==> src/rtl/ws2812b_receiver.sv <==
// ws2812b_receiver
// Decodes a WS2812B single-wire waveform. Each bit is classified by the width
// of its high pulse, bits are packed LSB first into WIDTH-bit pixel words, and
// a long low interval is reported as the end-of-frame latch gap.
//
// Ports:
//   clk          system clock (50 MHz nominal)
//   rst_n        asynchronous active-low reset
//   wave_in      serial line, asynchronous to clk
//   data_out     last completed pixel word, bit k = k-th received bit
//   data_valid   one-cycle pulse when data_out is updated
//   pixel_index  position of data_out's word within the current frame
//   latch        one-cycle pulse when the reset gap is detected
//   bit_error    one-cycle pulse on glitch, over-long high, or partial word at latch
`timescale 1ns/1ps
module ws2812b_receiver #(
    parameter int WIDTH        = 24,
    parameter int THRESH       = 30,
    parameter int MIN_HIGH     = 5,
    parameter int MAX_HIGH     = 100,
    parameter int RESET_CYCLES = 2500
) (
    input  logic             clk,
    input  logic             rst_n,
    input  logic             wave_in,
    output logic [WIDTH-1:0] data_out,
    output logic             data_valid,
    output logic [7:0]       pixel_index,
    output logic             latch,
    output logic             bit_error
);

    localparam int BW = (WIDTH > 1) ? $clog2(WIDTH) : 1;
    localparam int HW = $clog2(MAX_HIGH + 1);
    localparam int LW = $clog2(RESET_CYCLES + 1);

    typedef enum logic [1:0] {IDLE, HIGH, LOW} state_t;

    state_t           state;
    logic             sync1, sync2, sync3;
    logic [1:0]       sample_vld;
    logic             armed;
    logic [HW-1:0]    high_cnt;
    logic [LW-1:0]    low_cnt;
    logic [BW-1:0]    bit_cnt;
    logic [7:0]       word_cnt;
    logic [WIDTH-1:0] shift_reg;

    logic             rise, fall;
    logic             bit_ok;
    logic             bit_val;
    logic [WIDTH-1:0] asm_word;

    // Two-flop synchronizer plus a history flop for edge detection.
    // sample_vld marks when sync2 carries a real line sample rather than the
    // reset value, so a line already high at release is not seen as a rise.
    always_ff @(posedge clk or negedge rst_n) begin
        if (!rst_n) begin
            sync1      <= 1'b0;
            sync2      <= 1'b0;
            sync3      <= 1'b0;
            sample_vld <= 2'b00;
        end else begin
            sync1      <= wave_in;
            sync2      <= sync1;
            sync3      <= sync2;
            sample_vld <= {sample_vld[0], 1'b1};
        end
    end

    assign rise = sync2 & ~sync3;
    assign fall = ~sync2 & sync3;

    // Classification of the bit that ends on the current falling edge, and
    // the word as it would look with that bit inserted at bit_cnt.
    always_comb begin
        bit_ok            = (high_cnt >= HW'(MIN_HIGH)) && (high_cnt < HW'(MAX_HIGH));
        bit_val           = (high_cnt >= HW'(THRESH));
        asm_word          = shift_reg;
        asm_word[bit_cnt] = bit_val;
    end

    // Decoder FSM. Pulse outputs default low every cycle.
    always_ff @(posedge clk or negedge rst_n) begin
        if (!rst_n) begin
            state       <= IDLE;
            armed       <= 1'b0;
            high_cnt    <= '0;
            low_cnt     <= '0;
            bit_cnt     <= '0;
            word_cnt    <= '0;
            shift_reg   <= '0;
            data_out    <= '0;
            data_valid  <= 1'b0;
            pixel_index <= '0;
            latch       <= 1'b0;
            bit_error   <= 1'b0;
        end else begin
            data_valid <= 1'b0;
            latch      <= 1'b0;
            bit_error  <= 1'b0;

            // Decoding may only start once a genuine low has been observed.
            if (state == IDLE && sample_vld[1] && !sync2) begin
                armed <= 1'b1;
            end

            case (state)
                IDLE: begin
                    if (rise && armed) begin
                        state    <= HIGH;
                        high_cnt <= HW'(1);
                    end
                end

                HIGH: begin
                    if (fall) begin
                        state   <= LOW;
                        low_cnt <= LW'(1);
                        if (bit_ok) begin
                            shift_reg <= asm_word;
                            if (bit_cnt == BW'(WIDTH - 1)) begin
                                data_out    <= asm_word;
                                data_valid  <= 1'b1;
                                pixel_index <= word_cnt;
                                word_cnt    <= word_cnt + 8'd1;
                                bit_cnt     <= '0;
                            end else begin
                                bit_cnt <= bit_cnt + BW'(1);
                            end
                        end else begin
                            bit_error <= 1'b1;
                        end
                    end else if (high_cnt < HW'(MAX_HIGH)) begin
                        high_cnt <= high_cnt + HW'(1);
                    end
                end

                LOW: begin
                    if (rise) begin
                        state    <= HIGH;
                        high_cnt <= HW'(1);
                    end else if (low_cnt >= LW'(RESET_CYCLES - 1)) begin
                        // This cycle brings the low count to the full gap.
                        state     <= IDLE;
                        low_cnt   <= LW'(RESET_CYCLES);
                        latch     <= 1'b1;
                        bit_error <= (bit_cnt != '0);
                        bit_cnt   <= '0;
                        word_cnt  <= '0;
                    end else begin
                        low_cnt <= low_cnt + LW'(1);
                    end
                end

                default: state <= IDLE;
            endcase
        end
    end

endmodule

==> config.mk <==
export PLATFORM = sky130hd
export DESIGN_NAME = ws2812b_receiver
export DESIGN_NICKNAME = d
export VERILOG_FILES = /design/src/rtl/ws2812b_receiver.sv
export SDC_FILE = /design/constraint.sdc
export NUM_CORES = 1
export LEC_CHECK = 0
export CAP_MARGIN = 0
export CORE_ASPECT_RATIO = 1.75
export CORE_MARGIN = 2
export CORE_UTILIZATION = 54
export DETAILED_ROUTE_END_ITERATION = 10
export PLACE_DENSITY = 0.74
export SYNTH_ARGS = -nofsm -noshare
export SYNTH_HDL_FRONTEND = slang
export SYNTH_SLANG_ARGS = --single-unit
==> constraint.sdc <==
create_clock -name clk -period 2.7 [get_ports clk]
set_input_delay 0.405 -clock clk [delete_from_list [all_inputs] [get_ports clk]]
set_output_delay 0.405 -clock clk [all_outputs]
set_load 0.01 [all_outputs]
# Word-level counts from Yosys, hierarchy flattened
# Cells that the tools add are included.
op_classes:
  magnitude_cmp: 6
  eq_ne: 13
  reduce_logical: 17
  bitwise: 4
  n_mux: 41
  addsub: 4
ops:
  columns: ["operator", "count"]
  rows:
  - ["$mux W8", 5]
  - ["$mux W12", 3]
  - ["$mux W7", 4]
  - ["$mux W5", 5]
  - ["$bwmux W24", 1]
  - ["$pmux W12 S2", 1]
  - ["$pmux W7 S3", 1]
  - ["$ne A2 B2 Y1 const B", 8]
  - ["$pmux W8 S2", 1]
  - ["$add A12 B1 Y12 const B", 1]
  - ["$ge A12 B12 Y1 const B", 1]
  - ["$mux W1", 12]
  - ["$pmux W5 S2", 1]
  - ["$reduce_and A5 Y1", 2]
  - ["$reduce_and A3 Y1", 3]
  - ["$add A8 B1 Y8 const B", 1]
  - ["$mux W2", 4]
  - ["$add A7 B1 Y7 const B", 1]
  - ["$ge A7 B3 Y1 const B", 1]
  - ["$ge A7 B5 Y1 const B", 1]
  - ["$lt A7 B7 Y1 const B", 1]
  - ["$lt A5 B6 Y1 const B", 1]
  - ["$pmux W2 S3", 1]
  - ["$reduce_and A6 Y1", 1]
  - ["18 further kinds", 24]
totals:
  wordCells: 101
  out_inout_bits: 35
  inputBits: 3
  ff_bits: 99

# Longest topological paths before layout
depth:
  ltp_word: 5
  mapped_depth: 10
  ltp_nobuf: 7

# Least setup slack after synthesis
# Ideal clock, no wire load.
synth_path:
  path_type: "register -> register"
  startpoint: "register state[0]"
  endpoint: "register high_cnt[0]"
  path_buffers: 2
  arrival_ns: 1.960
  setup_time_ns: 0.132
  period_less_slack_ns: 2.092
  setup_slack_ns: 0.608
  stages_incl_launch_ff: 9
  path_cell_list: "dfrtp_1 inv_1 ha_1 buf_2 and3b_1 a311oi_1 clkbuf_1 nor3_1 or3b_1"
synth_via:
  elab_chain_cells: 3
synth_lines:
  columns: ["element", "line_no", "source"]
  rows:
  - ["start, declared", "39", "state_t state;"]
  - ["start signal, assigned", "86", "state <= IDLE;"]
  - ["start signal, assigned", "111", "state <= HIGH;"]
  - ["start signal, assigned", "118", "state <= LOW;"]
  - ["$eq A2 B1 Y1 (tied with other cells)", "108", "case (state)"]
  - ["$ne A2 B2 Y1 (no line) (tied with other cells)", null, null]
  - ["$reduce_and A5 Y1 (no line)", null, null]
  - ["end signal, assigned", "135", "high_cnt <= high_cnt + HW'(1);"]
  - ["end, declared", "43", "logic [HW-1:0] high_cnt;"]
# Parallel ways exist; a longest one is shown, timed or not.
# A chain may end at the register's enable or synchronous reset.

# Worst setup path in the final report
layout_path:
  startpoint: "register low_cnt[0]"
  endpoint: "register low_cnt[7]"
layout_via:
  elab_chain_cells: 4
layout_lines:
  columns: ["element", "line_no", "source"]
  rows:
  - ["start, declared", "44", "logic [LW-1:0] low_cnt;"]
  - ["start signal, assigned", "146", "low_cnt <= LW'(RESET_CYCLES);"]
  - ["start signal, assigned", "152", "low_cnt <= low_cnt + LW'(1);"]
  - ["$add A12 B1 Y12 or $ge A12 B12 Y1 (tied branches)", "152, 143", null]
  - ["$mux W12 *", "143", "end else if (low_cnt >= LW'(RESET_CYCLES - 1)) begin"]
  - ["$mux W12 *", "140", "if (rise) begin"]
  - ["$pmux W12 S2 *", "108", null]
# Mark *: on every way between the ends. The rest lies on a longest branch, timed or not. The select of a mux whose other input is x is not followed.

==> load_flow_metrics.sql <==
INSERT INTO impl_metrics (metric_group, metric, value, unit) VALUES
('clocking', 'cts_resized', '0', ''),
('power', 'power_per_cell_area', '655', 'nW/um^2'),
('die', 'fp.coreArea', '9090', 'sq um'),
('clocking', 'ctsHtreeMaxLevel', '3', ''),
('power', 'static-leakage-power', '2.64', 'nW'),
('final_layout', 'syn2layout_area_growth', '15.4', '%'),
('clocking', 'cts_inserted_buffers', '9', ''),
('setup_path', 'criticalPathCategory', 'flop to flop', ''),
('logic_synthesis', 'synth.cell_area', '5070', 'sq um'),
('final_layout', 'diodes', '0', ''),
('setup_path', 'cp.required', '2940', 'ps'),
('clocking', 'cts_tree', 'built', ''),
('routing', 'vias_per_cell', '5.88', ''),
('die', 'io_pins', '38', ''),
('setup_path', 'regToRegStartpoint', 'low_cnt[0]', ''),
('clocking', 'post_cts_hold_buffer_count', '0', ''),
('logic_synthesis', 'ys_types', '59', ''),
('sta', 'largest_clock_skew_in_the_final_design', '6.58', 'ps'),
('logic_synthesis', 'mean_syn_cell_area', '9.85', 'sq um'),
('sta', 'report.final.setup_viol', '0', ''),
('setup_path', 'r2r_setup_slack', '400', 'ps'),
('logic_synthesis', 'synth-seq-cells', '98', ''),
('logic_synthesis', 'yosysSeqAreaShare', '48.3', '%'),
('sta', 'grt_setup_unrepaired', 'no', ''),
('setup_path', 'capture_instance_of_the_worst_register_to_register_path', 'low_cnt[7]', ''),
('grt', 'grt_remaining_overflow', '0', ''),
('die', 'chipHeight', '132', 'um'),
('clocking', 'cts.clk_slew.worst_paths', '70', 'ps'),
('sta', 'max_freq', '0.435', 'GHz'),
('final_layout', 'number_of_filler_instances_in_the_final_layout', '797', ''),
('setup_path', 'reg2reg_depth', '5', ''),
('final_layout', 'finish.net_count', '559', ''),
('logic_synthesis', 'synth.top_cells.by_area', 'dfrtp_1 (48%), nand2_1 (5.4%), mux2i_1 (4.7%), mux2_2 (4.7%), o21ai_0 (3.8%)', ''),
('routing', 'detail_route.first_pass.iterations', '4', ''),
('clocking', 'insertion_delay_to_the_later_sink_of_the_worst_skew_pair', '340', 'ps'),
('die', 'dieWidth', '77.3', 'um'),
('grt', 'grt_antenna_before_repair', '0', ''),
('final_layout', 'layout-drive-gt1-share', '11.7', '%'),
('sta', 'period_share', '85.2', '%'),
('final_layout', 'final-instance-count-excl-fill', '668', ''),
('final_layout', 'largest_register_ffs', '24', ''),
('placed_design', 'dp.cells', '652', ''),
('sta', 'finalHoldViolCount', '0', ''),
('final_layout', 'multi_input_area', '2360', 'sq um'),
('die', 'die-area', '10200', 'sq um'),
('logic_synthesis', 'postSynthCellCount', '515', ''),
('logic_synthesis', 'synthFlopType', 'dfrtp_1', ''),
('clocking', 'clockBufferDepth', '2', ''),
('grt', 'globalRouteTotalUtil', '22.2', '%'),
('grt', 'wire_length_of_the_first_global_routing_pass', '18.2', 'mm'),
('logic_synthesis', 'number_of_flops_mapped_to_enable_cells_by_yosys', '0', ''),
('status', 'run_status', 'complete, no violations', ''),
('placed_design', 'hpwl', '7.47', 'mm'),
('logic_synthesis', 'synth_async_sr_flop_share', '100', '%'),
('grt', 'grt_max_degree', '62', ''),
('routing', 'detail_route.wl_per_cell', '16.1', 'um'),
('logic_synthesis', 'synthDominantAreaCellType', 'dfrtp_1', ''),
('setup_path', 'critical_path.endpoint_type', 'flop', ''),
('job', 'maxCapViolations', '0', ''),
('logic_synthesis', 'yosys_synthesis_warning_count', '0', ''),
('sta', 'relSlewSlack', '54.1', '%'),
('final_layout', 'final-seq-area', '2450', 'sq um'),
('hold_path', 'worstHoldPathType', 'input port to asynchronous set/reset pin', ''),
('logic_synthesis', 'synth.net_count', '531', ''),
('placed_design', 'placement.io_buffers', '37', ''),
('routing', 'wirelength', '10.8', 'mm'),
('clocking', 'cts.root.buffer_cell', 'clkbuf_16', ''),
('sta', 'slew_viol_final', '0', ''),
('die', 'effective_utilization_at_floorplan', '55.8', '%'),
('clocking', 'cts_num_sinks', '98', ''),
('placed_design', 'place.gp.congestion', '0.858', '');
-- worst max-delay path by stage --
stage	start	end	slack [ps]
2_1_floorplan	state[0]	high_cnt[0]	610
3_3_place_gp	low_cnt[0]	low_cnt[7]	430
3_5_place_dp	low_cnt[0]	low_cnt[7]	410
4_1_cts	low_cnt[0]	low_cnt[7]	400
5_1_grt	state[0]	low_cnt[4]	220
6_report	low_cnt[0]	low_cnt[7]	400
-- area by class of cell --
cell class	count	share of cell area [%]
flip-flops and latches	98	41.9
well taps	120	2.56
inverters	27	1.73
multi-input cells	354	40.3
repair buffers	53	8.55
clock buffers	10	3.91
clock inverters	6	1.11
-- critical path, stage by stage, from the launching register on --
cell and delay [ps]:
dfrtp_1 420, ha_1 250, or4_1 570, o221ai_4 500, o21ai_0 190, a22o_1 260
-- layout by cell type, fill, tap and decap left out, drive strengths merged, types with 8 or more instances in the layout --
| master | synthesis | routed |
|---|---|---|
| dfrtp | 98 | 98 |
| nand2 | 73 | 73 |
| o21ai | 40 | 40 |
| nand3 | 36 | 36 |
| clkdlybuf4s50 | 0 | 36 |
| inv | 27 | 28 |
| mux2i | 24 | 24 |
| mux2 | 23 | 23 |
| buf | 10 | 17 |
| nor2 | 13 | 13 |
| a21oi | 13 | 13 |
| ha | 13 | 13 |
| o22ai | 11 | 11 |
| clkbuf | 26 | 10 |
| o31ai | 9 | 9 |
| nand2b | 8 | 8 |
-- metrics by stage --
| stage | hold WS [ps] | instance area [sq um] | total power, mW | setup slack [ps] | utilization (%) |
|---|---|---|---|---|---|
| global route | 158 | 5860 | 4.02 | 221 | 64.4 |
| detailed placement | 340 | 5560 | 2.57 | 413 | 61.2 |
| floorplan | 109 | 5070 | 2.33 | 608 | - |
| global placement | 336 | 5560 | 2.53 | 434 | 61.2 |
| CTS | 118 | 5860 | 3.85 | 403 | 64.4 |
| finish | 105 | 5860 | 3.83 | 400 | 64.4 |
-- power breakdown --
group	switching, mW	total, mW	internal (mW)
registers	0.121	1.66	1.54
clock network	0.552	1.27	0.720
logic	0.576	0.905	0.330
total	1.25	3.83	2.58
-- per-layer routing --
metal	up-vias	GRT usage, %	wire length, um
met4	0	9.23	232
met2	80	39.1	5850
li1	1891	-	-
met1	1935	26.2	4340
met3	23	4.04	341
met5	-	0	0
-- kinds of logic (layout without fill, tap and decap cells) --
kind of cell	count (synthesis)	in the layout	synth area share, %
flip-flops	98	98	48.3
AO/OA/AOI/OAI	113	113	15.5
multiplexers	47	47	9.84
AND/OR/NAND/NOR	179	179	17.5
buffers and inverters	63	96	5.33
other	1	1	0.0739
adder cells (fa/ha/maj)	14	14	3.40
-- cell usage after synthesis (all sizes together), types with 3 or more instances --
cell	number
a22o	7
nor4	5
and2	3
a21oi	13
a31oi	4
inv	27
nand3	36
o21ai	40
mux2i	24
clkbuf	26
mux2	23
dfrtp	98
o21a	5
a221o	3
or3	3
and3b	3
nand2b	8
nor3	6
nor2	13
nor3b	7
ha	13
o31ai	9
o22ai	11
or4	5
nand2	73
a221oi	3
nand4	4
buf	10
No activity file was read; power rests on OpenSTA's default activity.
